### src/rtl/uart_pkg.sv
// Shared types and constants for the UART transmitter.
package uart_pkg;

  typedef enum logic [2:0] {
    IDLE,
    START,
    DATA,
    PARITY,
    STOP
  } uart_state_e;

  localparam int PARITY_NONE = 0;
  localparam int PARITY_ODD  = 1;
  localparam int PARITY_EVEN = 2;

endpackage

### src/rtl/uart_baud_counter.sv
// Bit-period timer: tick_o is high on the last cycle of each CLKS_PER_BIT period.
module uart_baud_counter
  import uart_pkg::*;
#(
  parameter int CLKS_PER_BIT = 434
) (
  input  logic clk,
  input  logic rst,
  input  logic clr_i,
  output logic tick_o
);

  localparam int CNT_W = $clog2(CLKS_PER_BIT);
  localparam logic [CNT_W-1:0] LAST = CNT_W'(CLKS_PER_BIT - 1);

  logic [CNT_W-1:0] cnt_q, cnt_d;

  always_comb begin
    cnt_d = cnt_q + 1'b1;
    if (clr_i || cnt_q == LAST) begin
      cnt_d = '0;
    end
  end

  assign tick_o = (cnt_q == LAST);

  always_ff @(posedge clk or posedge rst) begin
    if (rst) begin
      cnt_q <= '0;
    end else begin
      cnt_q <= cnt_d;
    end
  end

endmodule

### src/rtl/uart_tx.sv
// UART transmitter: start bit, BITS_N data bits LSB first, optional parity, one stop bit.
module uart_tx
  import uart_pkg::*;
#(
  parameter int CLKS_PER_BIT = 434,
  parameter int BITS_N       = 8,
  parameter int PARITY_TYPE  = 0
) (
  input  logic              clk,
  input  logic              rst,
  input  logic [BITS_N-1:0] data_tx,
  input  logic              valid,
  output logic              uart_out,
  output logic              ready
);

  localparam bit PARITY_EN = (PARITY_TYPE == PARITY_ODD) || (PARITY_TYPE == PARITY_EVEN);
  localparam bit PARITY_INV = (PARITY_TYPE == PARITY_ODD);
  localparam int IDX_W = $clog2(BITS_N + 1);
  localparam logic [IDX_W-1:0] LAST_IDX = IDX_W'(BITS_N - 1);

  uart_state_e       state_q, state_d;
  logic [BITS_N-1:0] shift_q, shift_d;
  logic [IDX_W-1:0]  idx_q, idx_d;
  logic              parity_q, parity_d;
  logic              out_q, out_d;
  logic              ready_q, ready_d;
  logic              tick;
  logic              state_chg;

  uart_baud_counter #(
    .CLKS_PER_BIT(CLKS_PER_BIT)
  ) u_baud (
    .clk   (clk),
    .rst   (rst),
    .clr_i (state_chg),
    .tick_o(tick)
  );

  always_comb begin
    state_d  = state_q;
    shift_d  = shift_q;
    idx_d    = idx_q;
    parity_d = parity_q;
    unique case (state_q)
      IDLE: begin
        if (valid && ready_q) begin
          state_d  = START;
          shift_d  = data_tx;
          parity_d = (^data_tx) ^ PARITY_INV;
        end
      end
      START: if (tick) state_d = DATA;
      DATA: begin
        if (tick) begin
          if (idx_q == LAST_IDX) begin
            state_d = PARITY_EN ? PARITY : STOP;
          end else begin
            idx_d   = idx_q + 1'b1;
            shift_d = shift_q >> 1;
          end
        end
      end
      PARITY: if (tick) state_d = STOP;
      STOP:   if (tick) state_d = IDLE;
      default: state_d = IDLE;
    endcase

    state_chg = (state_d != state_q);
    if (state_chg) begin
      idx_d = '0;
    end

    // Outputs are registered, so they are derived from the state being entered.
    unique case (state_d)
      START:   out_d = 1'b0;
      DATA:    out_d = shift_d[0];
      PARITY:  out_d = parity_d;
      default: out_d = 1'b1;
    endcase
    ready_d = (state_d == IDLE);
  end

  always_ff @(posedge clk or posedge rst) begin
    if (rst) begin
      state_q  <= IDLE;
      shift_q  <= '0;
      idx_q    <= '0;
      parity_q <= 1'b0;
      out_q    <= 1'b1;
      ready_q  <= 1'b1;
    end else begin
      state_q  <= state_d;
      shift_q  <= shift_d;
      idx_q    <= idx_d;
      parity_q <= parity_d;
      out_q    <= out_d;
      ready_q  <= ready_d;
    end
  end

  assign uart_out = out_q;
  assign ready    = ready_q;

endmodule

### config.mk
export PLATFORM = sky130hd
export DESIGN_NAME = uart_tx
export DESIGN_NICKNAME = d
export VERILOG_FILES = /design/src/rtl/uart_pkg.sv /design/src/rtl/uart_baud_counter.sv /design/src/rtl/uart_tx.sv
export SDC_FILE = /design/constraint.sdc
export NUM_CORES = 1
export LEC_CHECK = 0
export ABC_AREA = 1
export CAP_MARGIN = 40
export CELL_PAD_IN_SITES_DETAIL_PLACEMENT = 1
export CELL_PAD_IN_SITES_GLOBAL_PLACEMENT = 2
export CORE_MARGIN = 2
export CORE_UTILIZATION = 25
export CTS_CLUSTER_SIZE = 16
export DETAILED_ROUTE_END_ITERATION = 12
export PLACE_DENSITY = 0.64
export SYNTH_ARGS = -nofsm -noshare
export SYNTH_HDL_FRONTEND = slang
export SYNTH_SLANG_ARGS = --single-unit
### constraint.sdc
create_clock -name clk -period 3.6 [get_ports clk]
set_input_delay 0.9 -clock clk [delete_from_list [all_inputs] [get_ports clk]]
set_output_delay 0.9 -clock clk [all_outputs]
set_load 0.01 [all_outputs]
# --- Word level (Yosys, flattened, before mapping) ---
# Index checks and enable logic that the tools add are counted.
# W data, S select, Z words.
totals:
  ff_bits: 27
  elab_cells: 53
  out_inout_bits: 2
  input_bits: 11
classes:
  mux: 19
  add_sub_neg: 2
  reduce_logical: 10
  eq_ne: 14
op_table:
  columns: ["cell", "count"]
  rows:
  - ["$mux W8", 3]
  - ["$mux W3", 6]
  - ["$mux W4", 4]
  - ["$pmux W8 S2", 1]
  - ["$pmux W3 S5", 1]
  - ["$eq A3 B2 Y1 const B", 4]
  - ["$add A9 B1 Y9 const B", 1]
  - ["$eq A9 B9 Y1 const B", 1]
  - ["$mux W9", 1]
  - ["$reduce_xor A8 Y1", 1]
  - ["$eq A3 B1 Y1 const B", 2]
  - ["$logic_not A3 Y1", 2]
  - ["$ne A2 B2 Y1 const B", 3]
  - ["$reduce_bool A2 Y1", 3]
  - ["$add A4 B1 Y4 const B", 1]
  - ["$eq A4 B3 Y1 const B", 1]
  - ["$reduce_and A4 Y1", 1]
  - ["$eq A3 B3 Y1 const B", 1]
  - ["$ne A3 B3 Y1", 1]
  - ["$pmux W1 S3", 1]
  - ["$reduce_and A3 Y1", 1]
  - ["$mux W1", 2]
  - ["$ne A2 B1 Y1 const B", 1]
  - ["$logic_and A1 B1 Y1", 1]
  - ["$logic_or A1 B1 Y1", 1]

# --- Depth between registers and ports, before layout ---
depth:
  word_depth: 7
  depth_mapped: 13
  mapped_depth_nobuf: 12

# --- By module ---
# Synthesis repeated with hierarchy kept, for this count alone.
hier_totals:
  cells_unflattened: 244
  hier_area_um2: 1697.9
by_module_without_submodules:
  columns: ["module", "cells_each", "seq_area_each_um2", "instances", "area_each_um2"]
  rows:
  - ["uart_tx", 175, 452.9, 1, 1191.1]
  - ["uart_baud_counter", 69, 225.2, 1, 506.7]

# --- Worst setup path before layout ---
# No wires, ideal clock.
synth_timing:
  path_kind: "input to register"
  start: "in valid"
  end: "reg idx_q[0]"
  path_buffers: 0
  slack_ps: 1889
  t_arrival_ps: 1638
  setup_ps: 73
  t_required_ps: 3527
  path_stages: 7
  path_cell_list: "nand2_1 inv_1 nand3_4 inv_1 o21ai_1 nand2_1 nor2_1"
synth_via:
  elab_chain_len: 6
  elab_cells_between_ends: 9
  classes_between: "2 x eq/ne; 3 x mux; 4 x reduce/logical"
synth_rtl:
  columns: ["element", "line_no", "source"]
  rows:
  - ["from (decl)", "uart_tx.sv:12", "input logic valid,"]
  - ["$logic_and A1 B1 Y1 *", "uart_tx.sv:47", "if (valid && ready_q) begin"]
  - ["$mux W3 *", "uart_tx.sv:47", null]
  - ["$pmux W3 S5 *", "uart_tx.sv:45", "unique case (state_q)"]
  - ["$ne A3 B3 Y1 *", "uart_tx.sv:69", "state_chg = (state_d != state_q);"]
  - ["$ne A2 B1 Y1 (no line) / $reduce_bool A2 Y1 (equally long branches)", null, null]
  - ["$reduce_and A3 Y1 (no line)", null, null]
  - ["to (signal assigned)", "uart_tx.sv:95", "idx_q <= idx_d;"]
  - ["to (decl)", "uart_tx.sv:24", "logic [IDX_W-1:0] idx_q, idx_d;"]
# Every way passes the cells marked *; elsewhere a longest branch is shown, timed or not.
# A chain may end at the register's enable or synchronous reset.

# --- Worst setup path in the final report ---
layout_timing:
  start: "reg ready_q (netlist: ready)"
  end: "out ready"
layout_lines:
  columns: ["element", "line_no", "source"]
  rows:
  - ["from (decl)", "uart_tx.sv:27", "logic ready_q, ready_d;"]
  - ["from (signal assigned)", "uart_tx.sv:98", "ready_q <= ready_d;"]
  - ["to (decl)", "uart_tx.sv:14", "output logic ready"]
# No word-level cell between the ends.

==> metrics <==
buffer levels on the longest clock path 2; I/O pin count 13; post-synthesis net count 234; Mean Syn Cell Area 7.49 µm²; post-layout net count 251; die area 7260 µm²; Met3 Routed Length 73 µm; initial core utilization 0.260; Period Utilization, post-route 0.622; share of layout cells above drive strength 1 0.114; largest family of logic cells by synthesized area simple AND/OR/NAND/NOR gates; Detail Placement HPWL between 2000 and 3000 µm; drt drc 0; fin. max-slew vios 0; flip-flop cell with the highest count after synthesis dfrtp_1; count of nets left with antenna violations after detail routing 0; core area 6350 µm²; DRT Wirelength 3800 µm; Post-Syn Area approximately 1600 µm²; total count of hold-check failures in the final report 0; Synth Area in Simple Gates 0.375; overall global routing resource usage 0.120; area of the multi-input gates 823 µm²; number of buffers inserted by hold repair at cts 0; number of cells produced by synthesis between 200 and 250; CTS tree done; max_slew headroom 0.618; status completed; clock net sink count 27; synthesis-stage register bit count 27; width of the die around 85 µm; leakage 0.993 nW; leading cell types in the layout, fill and taps excluded nand2_1 (69), inv_1 (33), nor2_1 (25), dfrtp_1 (25), nand3_1 (15); topmost layer with routed signal wires met4; fraction of registers with async set/reset 1.00; via/cell ratio roughly 4.4; CP Max Fanout 2; met2 WL approximately 1500 µm; power density relative to cell area 277 nW/µm²; Post-synth EDFFs 0; fin worst setup slack 1.36 ns; max-cap viol count 0; number of H-tree levels 1; type of element launching the critical path flip-flop; Routed met1 length approximately 2100 µm; via count of the first global-routing pass ~1400; clock network latency to the later pin of the worst-skew pair approximately 0.28 ns; critical setup path kind reg2out; sequential share of the synthesized area 0.412; Site Rows 29; largest voltage drop on the vdd net 0.000131 V; WL per Instance 12.1 µm; final setup violation count 0; register area 678 µm²; Worst Hold Class reg2reg; unrepaired setup endpoints after global routing no; Worst path top cell family by delay flip-flops; WP data arrival about 1.3 ns; final cell area excluding filler cells 1910 µm²; number of fill cells in the layout 766; number of input and output port buffers inserted 12; most common cell after layout, fill and taps aside nand2_1; maximum clock skew at final layout 0.00643 ns; sum of negative setup slack 0 ns; sum of buffers and inverters on the critical path 1; number of iterations in the first detailed-routing pass 4; Distinct cells, synth 29; post-synthesis compound-gate area fraction 0.0592; xor and xnor fraction of the mapped netlist area 0.0425; Initial DRC Count 72; total inserted antenna cells 0; Clk Tree Root Cell clkbuf_8; postcts setup bufs 0; placed instance area 1860 µm²; critical path's slowest cell dfstp_2; total vias in the final route 1362; height of the die 85.2 µm; share of synthesized area spent on multiplexers 0; Fmax ~0.45 GHz; required time of the worst setup path 2.70 ns; initial antenna violation count 0; largest net degree at the start of global routing 28; time the final worst path needs with I/O delays and setup 2.24 ns; slowest cell delay on critical path 0.54 ns; Final Wtd Congestion 0.733; clock slew at reported path FFs 0.10 ns; GRT overflow 0; number of warnings issued by yosys 0; Resized cells post-CTS 0; setup slack after placement 1.21 ns; total CTS buffers 3; post-synthesis adder-cell area fraction 0.0228; global-route wire length before repair 6860 µm; transition at the pin with the smallest max-transition slack ~0.57 ns; Layout Area Growth over Synthesis 15.6%; kind of end point of the critical path primary output; cells traversed along the worst timing path clkdlybuf4s50_1
-- path summary, 6_finish.rpt --
| kind | from | endpoint | slack [ns] | cells past startpoint |
|---|---|---|---|---|
| max reg2reg | u_baud.cnt_q[0] | idx_q[1] | 1.54 | 10 |
| min reg2reg | shift_q[1] | shift_q[1] | 0.50 | 2 |
| min in group asynchronous | rst | idx_q[2] | 0.99 | 3 |
| max in group asynchronous | rst | ready | 2.30 | 3 |
| max | ready | ready | 1.36 | 1 |
| min | shift_q[1] | shift_q[1] | 0.50 | 2 |
-- registers in the layout (all words and copies together) (netlist names) --
name / cells
u_baud.cnt_q: 9
shift_q: 8
idx_q: 4
state_q: 3
parity_q: 1
ready: 1
uart_out: 1
-- routing by layer --
metal | vias to the layer above | track usage
met2 | 12 | 0.171
met5 | - | 0
met4 | 0 | 0.0433
li1 | 712 | -
met1 | 633 | 0.181
met3 | 5 | 0.0204
-- cell usage after synthesis (2+ instances only) --
| cell type | n | area (µm²) |
|---|---|---|
| nand3_4 | 2 | 35.0 |
| nor2_4 | 2 | 22.5 |
| nand2_2 | 6 | 37.5 |
| xnor2_1 | 4 | 35.0 |
| o21ai_0 | 4 | 20.0 |
| inv_1 | 33 | 124 |
| nand2_1 | 69 | 259 |
| or2_2 | 2 | 12.5 |
| inv_2 | 2 | 7.51 |
| nor2_1 | 25 | 93.8 |
| nor3_1 | 2 | 10.0 |
| dfrtp_1 | 25 | 626 |
| ha_1 | 3 | 37.5 |
| nor2_2 | 4 | 25.0 |
| xor2_1 | 4 | 35.0 |
| dfstp_2 | 2 | 52.6 |
| nand3_1 | 15 | 75.1 |
| o221ai_1 | 5 | 43.8 |
-- layout make-up --
cell class,instances,area share
Inverter,36,0.0709
Multi-Input combinational cell,156,0.432
Timing Repair Buffer,13,0.0670
Tap cell,77,0.0506
Sequential cell,27,0.356
Clock buffer,4,0.0236
-- metrics by stage --
step / hold slack, ns / total power [mW] / utilization / instances
5_1_grt: 0.533 / 0.559 / 0.300 / 313
4_1_cts: 0.506 / 0.539 / 0.300 / 313
2_1_floorplan: 0.445 / 0.333 / - / 220
3_5_place_dp: 0.474 / 0.357 / 0.293 / 309
6_report: 0.503 / 0.528 / 0.300 / 313
3_3_place_gp: 0.478 / 0.357 / 0.293 / 309
-- logic make-up after synthesis --
group | Yosys count
fa+ha+maj | 3
xor+xnor | 8
flops | 27
buf+inv | 37
simple gates | 131
compound gates | 14
-- power by group --
part	switching [mW]	total [mW]	internal, mW
logic	0.0278	0.0465	0.0187
registers	0	0.303	0.303
clock network	0.0992	0.179	0.0795
Note: power is estimated with default switching activity, not from simulation.
